### config.mk
export PLATFORM = sky130hd
export DESIGN_NAME = cmplx_mul_seq
export DESIGN_NICKNAME = d
export VERILOG_FILES = /design/src/rtl/cmplx_mul_seq.sv
export SDC_FILE = /design/constraint.sdc
export NUM_CORES = 1
export LEC_CHECK = 0
export ABC_AREA = 1
export CAP_MARGIN = 10
export CORE_MARGIN = 4
export CORE_UTILIZATION = 55
export DETAILED_ROUTE_END_ITERATION = 10
export PLACE_DENSITY = 0.8
export SETUP_SLACK_MARGIN = 0.1
export SKIP_LAST_GASP = 1
export SLEW_MARGIN = 40
export SYNTH_ARGS = -nofsm -noshare
export SYNTH_HDL_FRONTEND = slang
export SYNTH_SLANG_ARGS = --single-unit
### constraint.sdc
create_clock -name clk -period 7.3 [get_ports clk]
set_clock_uncertainty 0.15 [all_clocks]
set_input_delay 1.825 -clock clk [delete_from_list [all_inputs] [get_ports clk]]
set_output_delay 1.825 -clock clk [all_outputs]
set_load 0.01 [all_outputs]
### src/rtl/cmplx_mul_seq.sv
// cmplx_mul_seq: sequential signed complex multiply over one shared unsigned 16x16 multiplier.
// Optional A*conj(B) mode with conj_b port when CMPLX_MUL_CONJ_EN is defined.
module cmplx_mul_seq #(
  parameter int W = 16,
  parameter int MUL_LAT = 0
) (
  input  logic           clk,
  input  logic           rst,
  input  logic           in_valid,
  output logic           in_ready,
  input  logic [W-1:0]   a_re,
  input  logic [W-1:0]   a_im,
  input  logic [W-1:0]   b_re,
  input  logic [W-1:0]   b_im,
`ifdef CMPLX_MUL_CONJ_EN
  input  logic           conj_b,
`endif
  output logic [W-1:0]   mul_a,
  output logic [W-1:0]   mul_b,
  input  logic [2*W-1:0] mul_p,
  output logic           out_valid,
  input  logic           out_ready,
  output logic [2*W:0]   p_re,
  output logic [2*W:0]   p_im,
  output logic           busy
);
  localparam int CW = MUL_LAT > 0 ? $clog2(MUL_LAT + 1) : 1;
  typedef enum logic [1:0] {IDLE, MUL, OUT} state_t;
  state_t state_q, state_d;
  logic [2:0] k_q, k_d;
  logic [CW-1:0] cnt_q, cnt_d;
  logic [W-1:0] ar_q, ar_d, ai_q, ai_d, br_q, br_d, bi_q, bi_d, ma_q, ma_d, mb_q, mb_d;
  logic conj_q, conj_d, pend_q, pend_d;
  logic [2*W:0] prod_q, prod_d, re_q, re_d, im_q, im_d, ext;
  logic conj_in, fire, sub, neg;
  logic [1:0] kn;
  logic [W-1:0] xs, ys, xn, yn;
`ifdef CMPLX_MUL_CONJ_EN
  assign conj_in = conj_b;
`else
  assign conj_in = 1'b0;
`endif
  function automatic logic [W-1:0] mag(input logic [W-1:0] v);
    return v[W-1] ? -v : v;
  endfunction
  always_comb begin
    fire = state_q == MUL && k_q != 3'd4 && cnt_q == CW'(MUL_LAT);
    kn = k_q[1:0] + 2'd1;
    xs = k_q[0] ? ai_q : ar_q;
    ys = (k_q[0] == k_q[1]) ? br_q : bi_q;
    xn = kn[0] ? ai_q : ar_q;
    yn = (kn[0] == kn[1]) ? br_q : bi_q;
    sub = k_q == 3'd1 ? !conj_q : k_q == 3'd2 ? conj_q : 1'b0;
    neg = xs[W-1] ^ ys[W-1] ^ sub;
    ext = {1'b0, mul_p};
    state_d = state_q;
    k_d = k_q;
    cnt_d = cnt_q;
    ar_d = ar_q;
    ai_d = ai_q;
    br_d = br_q;
    bi_d = bi_q;
    ma_d = ma_q;
    mb_d = mb_q;
    conj_d = conj_q;
    prod_d = prod_q;
    pend_d = fire;
    re_d = pend_q && (k_q == 3'd1 || k_q == 3'd2) ? re_q + prod_q : re_q;
    im_d = pend_q && (k_q == 3'd3 || k_q == 3'd4) ? im_q + prod_q : im_q;
    if (state_q == IDLE && in_valid) begin
      state_d = MUL;
      ar_d = a_re;
      ai_d = a_im;
      br_d = b_re;
      bi_d = b_im;
      conj_d = conj_in;
      ma_d = mag(a_re);
      mb_d = mag(b_re);
      k_d = '0;
      cnt_d = '0;
      re_d = '0;
      im_d = '0;
    end else if (state_q == MUL) begin
      state_d = k_q == 3'd4 ? OUT : MUL;
      cnt_d = fire ? '0 : cnt_q + CW'(1);
      if (fire) begin
        prod_d = neg ? -ext : ext;
        k_d = k_q + 3'd1;
        ma_d = k_q == 3'd3 ? ma_q : mag(xn);
        mb_d = k_q == 3'd3 ? mb_q : mag(yn);
      end
    end else if (state_q == OUT && out_ready) begin
      state_d = IDLE;
    end
  end
  always_ff @(posedge clk) begin
    if (rst) begin
      state_q <= IDLE;
      k_q <= '0;
      cnt_q <= '0;
      ar_q <= '0;
      ai_q <= '0;
      br_q <= '0;
      bi_q <= '0;
      ma_q <= '0;
      mb_q <= '0;
      conj_q <= 1'b0;
      pend_q <= 1'b0;
      prod_q <= '0;
      re_q <= '0;
      im_q <= '0;
    end else begin
      state_q <= state_d;
      k_q <= k_d;
      cnt_q <= cnt_d;
      ar_q <= ar_d;
      ai_q <= ai_d;
      br_q <= br_d;
      bi_q <= bi_d;
      ma_q <= ma_d;
      mb_q <= mb_d;
      conj_q <= conj_d;
      pend_q <= pend_d;
      prod_q <= prod_d;
      re_q <= re_d;
      im_q <= im_d;
    end
  end
  assign in_ready = state_q == IDLE;
  assign busy = !in_ready;
  assign out_valid = state_q == OUT;
  assign mul_a = ma_q;
  assign mul_b = mb_q;
  assign p_re = re_q;
  assign p_im = im_q;
endmodule
==> flow_summary.json <==
{
  "syn_avg_cell_area_um2": 6.30,
  "dp_hpwl_um": 34800,
  "die-area_um2": 28300,
  "final_layout_size_suffix_gt1_share_pct": 4.46,
  "min_period_over_period_pct": 59.7,
  "nNetsFinal": 2577,
  "synth.net_count": 2419,
  "hold_depth": 2,
  "r2r_cells": 17,
  "synth_area_leader_cell": "dfxtp_1",
  "ios": 201,
  "gr-total-overflow": 0,
  "synth_top_cell_area_share_pct": 28.6,
  "syn_inst": 2243,
  "synth_cell_type_count": 50,
  "grtUsageTotal_pct": 31.1,
  "path_clk_slew_ns": 0.06,
  "ys_seq_elements": 202,
  "fin_area_um2": 17200,
  "gr-usage-met3_pct": 3.52,
  "syn2layout_area_growth_pct": 21.7,
  "worstReg2RegEnd": "mul_b[14]$_SDFFE_PP0P_",
  "power.total_mw": 3.55,
  "synth_area_leaders": "dfxtp_1 29%, nand2_1 11%, nor2_1 9.4%",
  "swShare_pct": 32.1,
  "drtPass1Iterations": 6,
  "routed_via_density": 5.57,
  "worstSetupPathType": "primary input to flop",
  "final_cell_mix": "413 x nand2_1, 354 x nor2_1, 277 x inv_1",
  "peakVddDrop_mv": 0.201,
  "cp.arrival_ns": 4.61,
  "async_reset_ff_share_pct": 0,
  "gp_congestion": 0.983,
  "cp-start-kind": "primary input",
  "syn_area_um2": 14100,
  "io_buffers": 200,
  "cts_setup_buffers": 0,
  "die_y_um": 168,
  "die_x_um": 168,
  "finalCriticalPeriod_ns": 4.36,
  "cts_resized": 0,
  "p_per_area_nw_per_um2": 206,
  "p_switching_mw": 1.14,
  "p_comb_share_pct": 25.2,
  "vias": 15315,
  "grt_most_used_layer": "met2",
  "numCtsBuffers": 24,
  "antenna_found_initial": 1,
  "grt_max_degree": 72,
  "synth_ff_type": "dfxtp_1",
  "clock_tree.root_cell": "clkbuf_16",
  "endpoint_kind": "flop",
  "startpoint": "in_valid",
  "finalSetupViolations": 0,
  "hp-class": "flop to flop",
  "p_leak_nw": 7.98,
  "met1_usage_pct": 44.3,
  "cts_max_path_buffers": 3,
  "holdCritStartpoint": "br_q[4]$_SDFFE_PP0P_",
  "grt_pass1_vias": 14198,
  "worst_slew_pin_slew_ns": 0.810,
  "cts_max_level": 1,
  "dpl-instance-area_um2": 16300,
  "initial_core_util_pct": 55.9,
  "pwr-share-clk_pct": 38.7,
  "ff_latch_area_um2": 4040,
  "rsz0062_at_grt": "no",
  "coreArea_um2": 25300,
  "cap_violations": 0,
  "tns_ns": 0,
  "yosysWarnings": 0,
  "postLayoutSetupSlackWorst_ns": 2.94,
  "grt_pass1_wl_um": 72900,
  "diodes": 0,
  "drt_iter0_drc": 1503,
  "r2r_start": "k_q[0]$_SDFFE_PP0P_",
  "clk_latency_ns": 0.53,
  "wire_per_inst_um": 16.7,
  "max-slew-margin-rel_pct": 45.9,
  "wirelength_um": 45900,
  "outcome": "finished, final reports clean",
  "p_int_mw": 2.41,
  "drc": 0,
  "fin_util_pct": 68.1,
  "use_met2_pct": 50.2,
  "cp_max_fo": 63,
  "clock-sinks": 202,
  "cts_tree": "yes",
  "yosysSeqAreaShare_pct": 28.6,
  "pre_cts_ws_ns": 2.52,
  "rows": 58,
  "report.final.slew_viol_count": 0,
  "multi_input_comb_area_um2": 8630,
  "critPathRequiredTime_ns": 7.56,
  "critPathCapture": "p_im[8]$_SDFFE_PP0P_",
  "power_frac_seq_pct": 36.1,
  "fill_cells": 2241,
  "final_common_cell": "nand2_1",
  "max_freq_mhz": 230,
  "synth_edf_count": 0,
  "final_antenna_net_count": 0,
  "postCtsHoldBufs": 0,
  "ff2ff_setup_slack_ns": 3.23,
  "hold_viol": 0
}
[registers in the layout (all words and copies together), names as in the netlist]
name	flops
mul_a	16
cnt_q	1
br_q	16
ar_q	16
pend_q	1
p_re	33
mul_b	16
bi_q	16
p_im	33
ai_q	16
prod_q	33
state_q	2
k_q	3
[power by group through the flow]
stage | Clock [mW] | Combinational [mW] | Sequential [mW]
2_1_floorplan | 0 | 0.598 | 1.27
3_3_place_gp | 0 | 0.860 | 1.30
3_5_place_dp | 0 | 0.875 | 1.30
4_1_cts | 1.39 | 0.884 | 1.28
5_1_grt | 1.43 | 0.998 | 1.29
6_report | 1.37 | 0.895 | 1.28
[final cells by class]
class | instances | share of cell area (%)
multi-input cells | 1668 | 50.2
flip-flops and latches | 202 | 23.5
clock buffers | 32 | 4.03
inverters | 294 | 6.44
well taps | 330 | 2.40
clock inverters | 12 | 1.28
repair buffers | 211 | 12.1
[worst max-delay path: stages]
cell	delay, ns
clkdlybuf4s50_1	0.50
nand2_4	0.33
inv_2	0.54
nor2_1	0.08
buf_4	0.25
inv_2	0.09
buf_4	0.58
nor2_1	0.11
o21ai_0	0.14
inv_1	0.08
[cells by family after synthesis]
logic type | Yosys count | synth area share (%)
adder cells (fa/ha/maj) | 76 | 6.84
buffers and inverters | 373 | 10.4
AO/OA/AOI/OAI | 526 | 20.6
flip-flops | 202 | 28.6
AND/OR/NAND/NOR | 1007 | 29.9
XOR/XNOR | 59 | 3.66
[routing by layer]
layer,up-vias,wire (um)
li1,7676,-
met1,6911,20600
met2,625,20400
met3,101,3630
met4,2,1270
met5,-,8
[metrics by stage]
| step | hold WS (ns) | cells |
|---|---|---|
| after floorplan | 0.274 | 2243 |
| after global placement | 0.289 | 2705 |
| after detailed placement | 0.293 | 2705 |
| after CTS | 0.302 | 2749 |
| after global routing | 0.334 | 2749 |
| final | 0.303 | 2749 |
[worst min-delay path by stage]
stage,slack (ns),to
global route,0.33,br_q[14]$_SDFFE_PP0P_
global placement,0.29,br_q[14]$_SDFFE_PP0P_
CTS,0.30,br_q[4]$_SDFFE_PP0P_
floorplan,0.27,ai_q[2]$_SDFFE_PP0P_
detailed placement,0.29,br_q[4]$_SDFFE_PP0P_
finish,0.30,br_q[4]$_SDFFE_PP0P_
[cell usage after synthesis, types with 10 or more instances]
cell,n
a21o_1,11
a21oi_1,174
a31oi_1,19
buf_2,14
clkbuf_1,49
dfxtp_1,202
ha_1,74
inv_1,277
inv_2,14
nand2_1,414
nand3_1,138
nand4_1,13
nor2_1,354
nor3_1,36
nor4_1,10
o211ai_1,19
o21a_1,11
o21ai_0,230
o21ai_1,13
o21bai_1,20
or2_2,11
xnor2_1,13
xor2_1,46
Power figures use the tool's default switching activity.
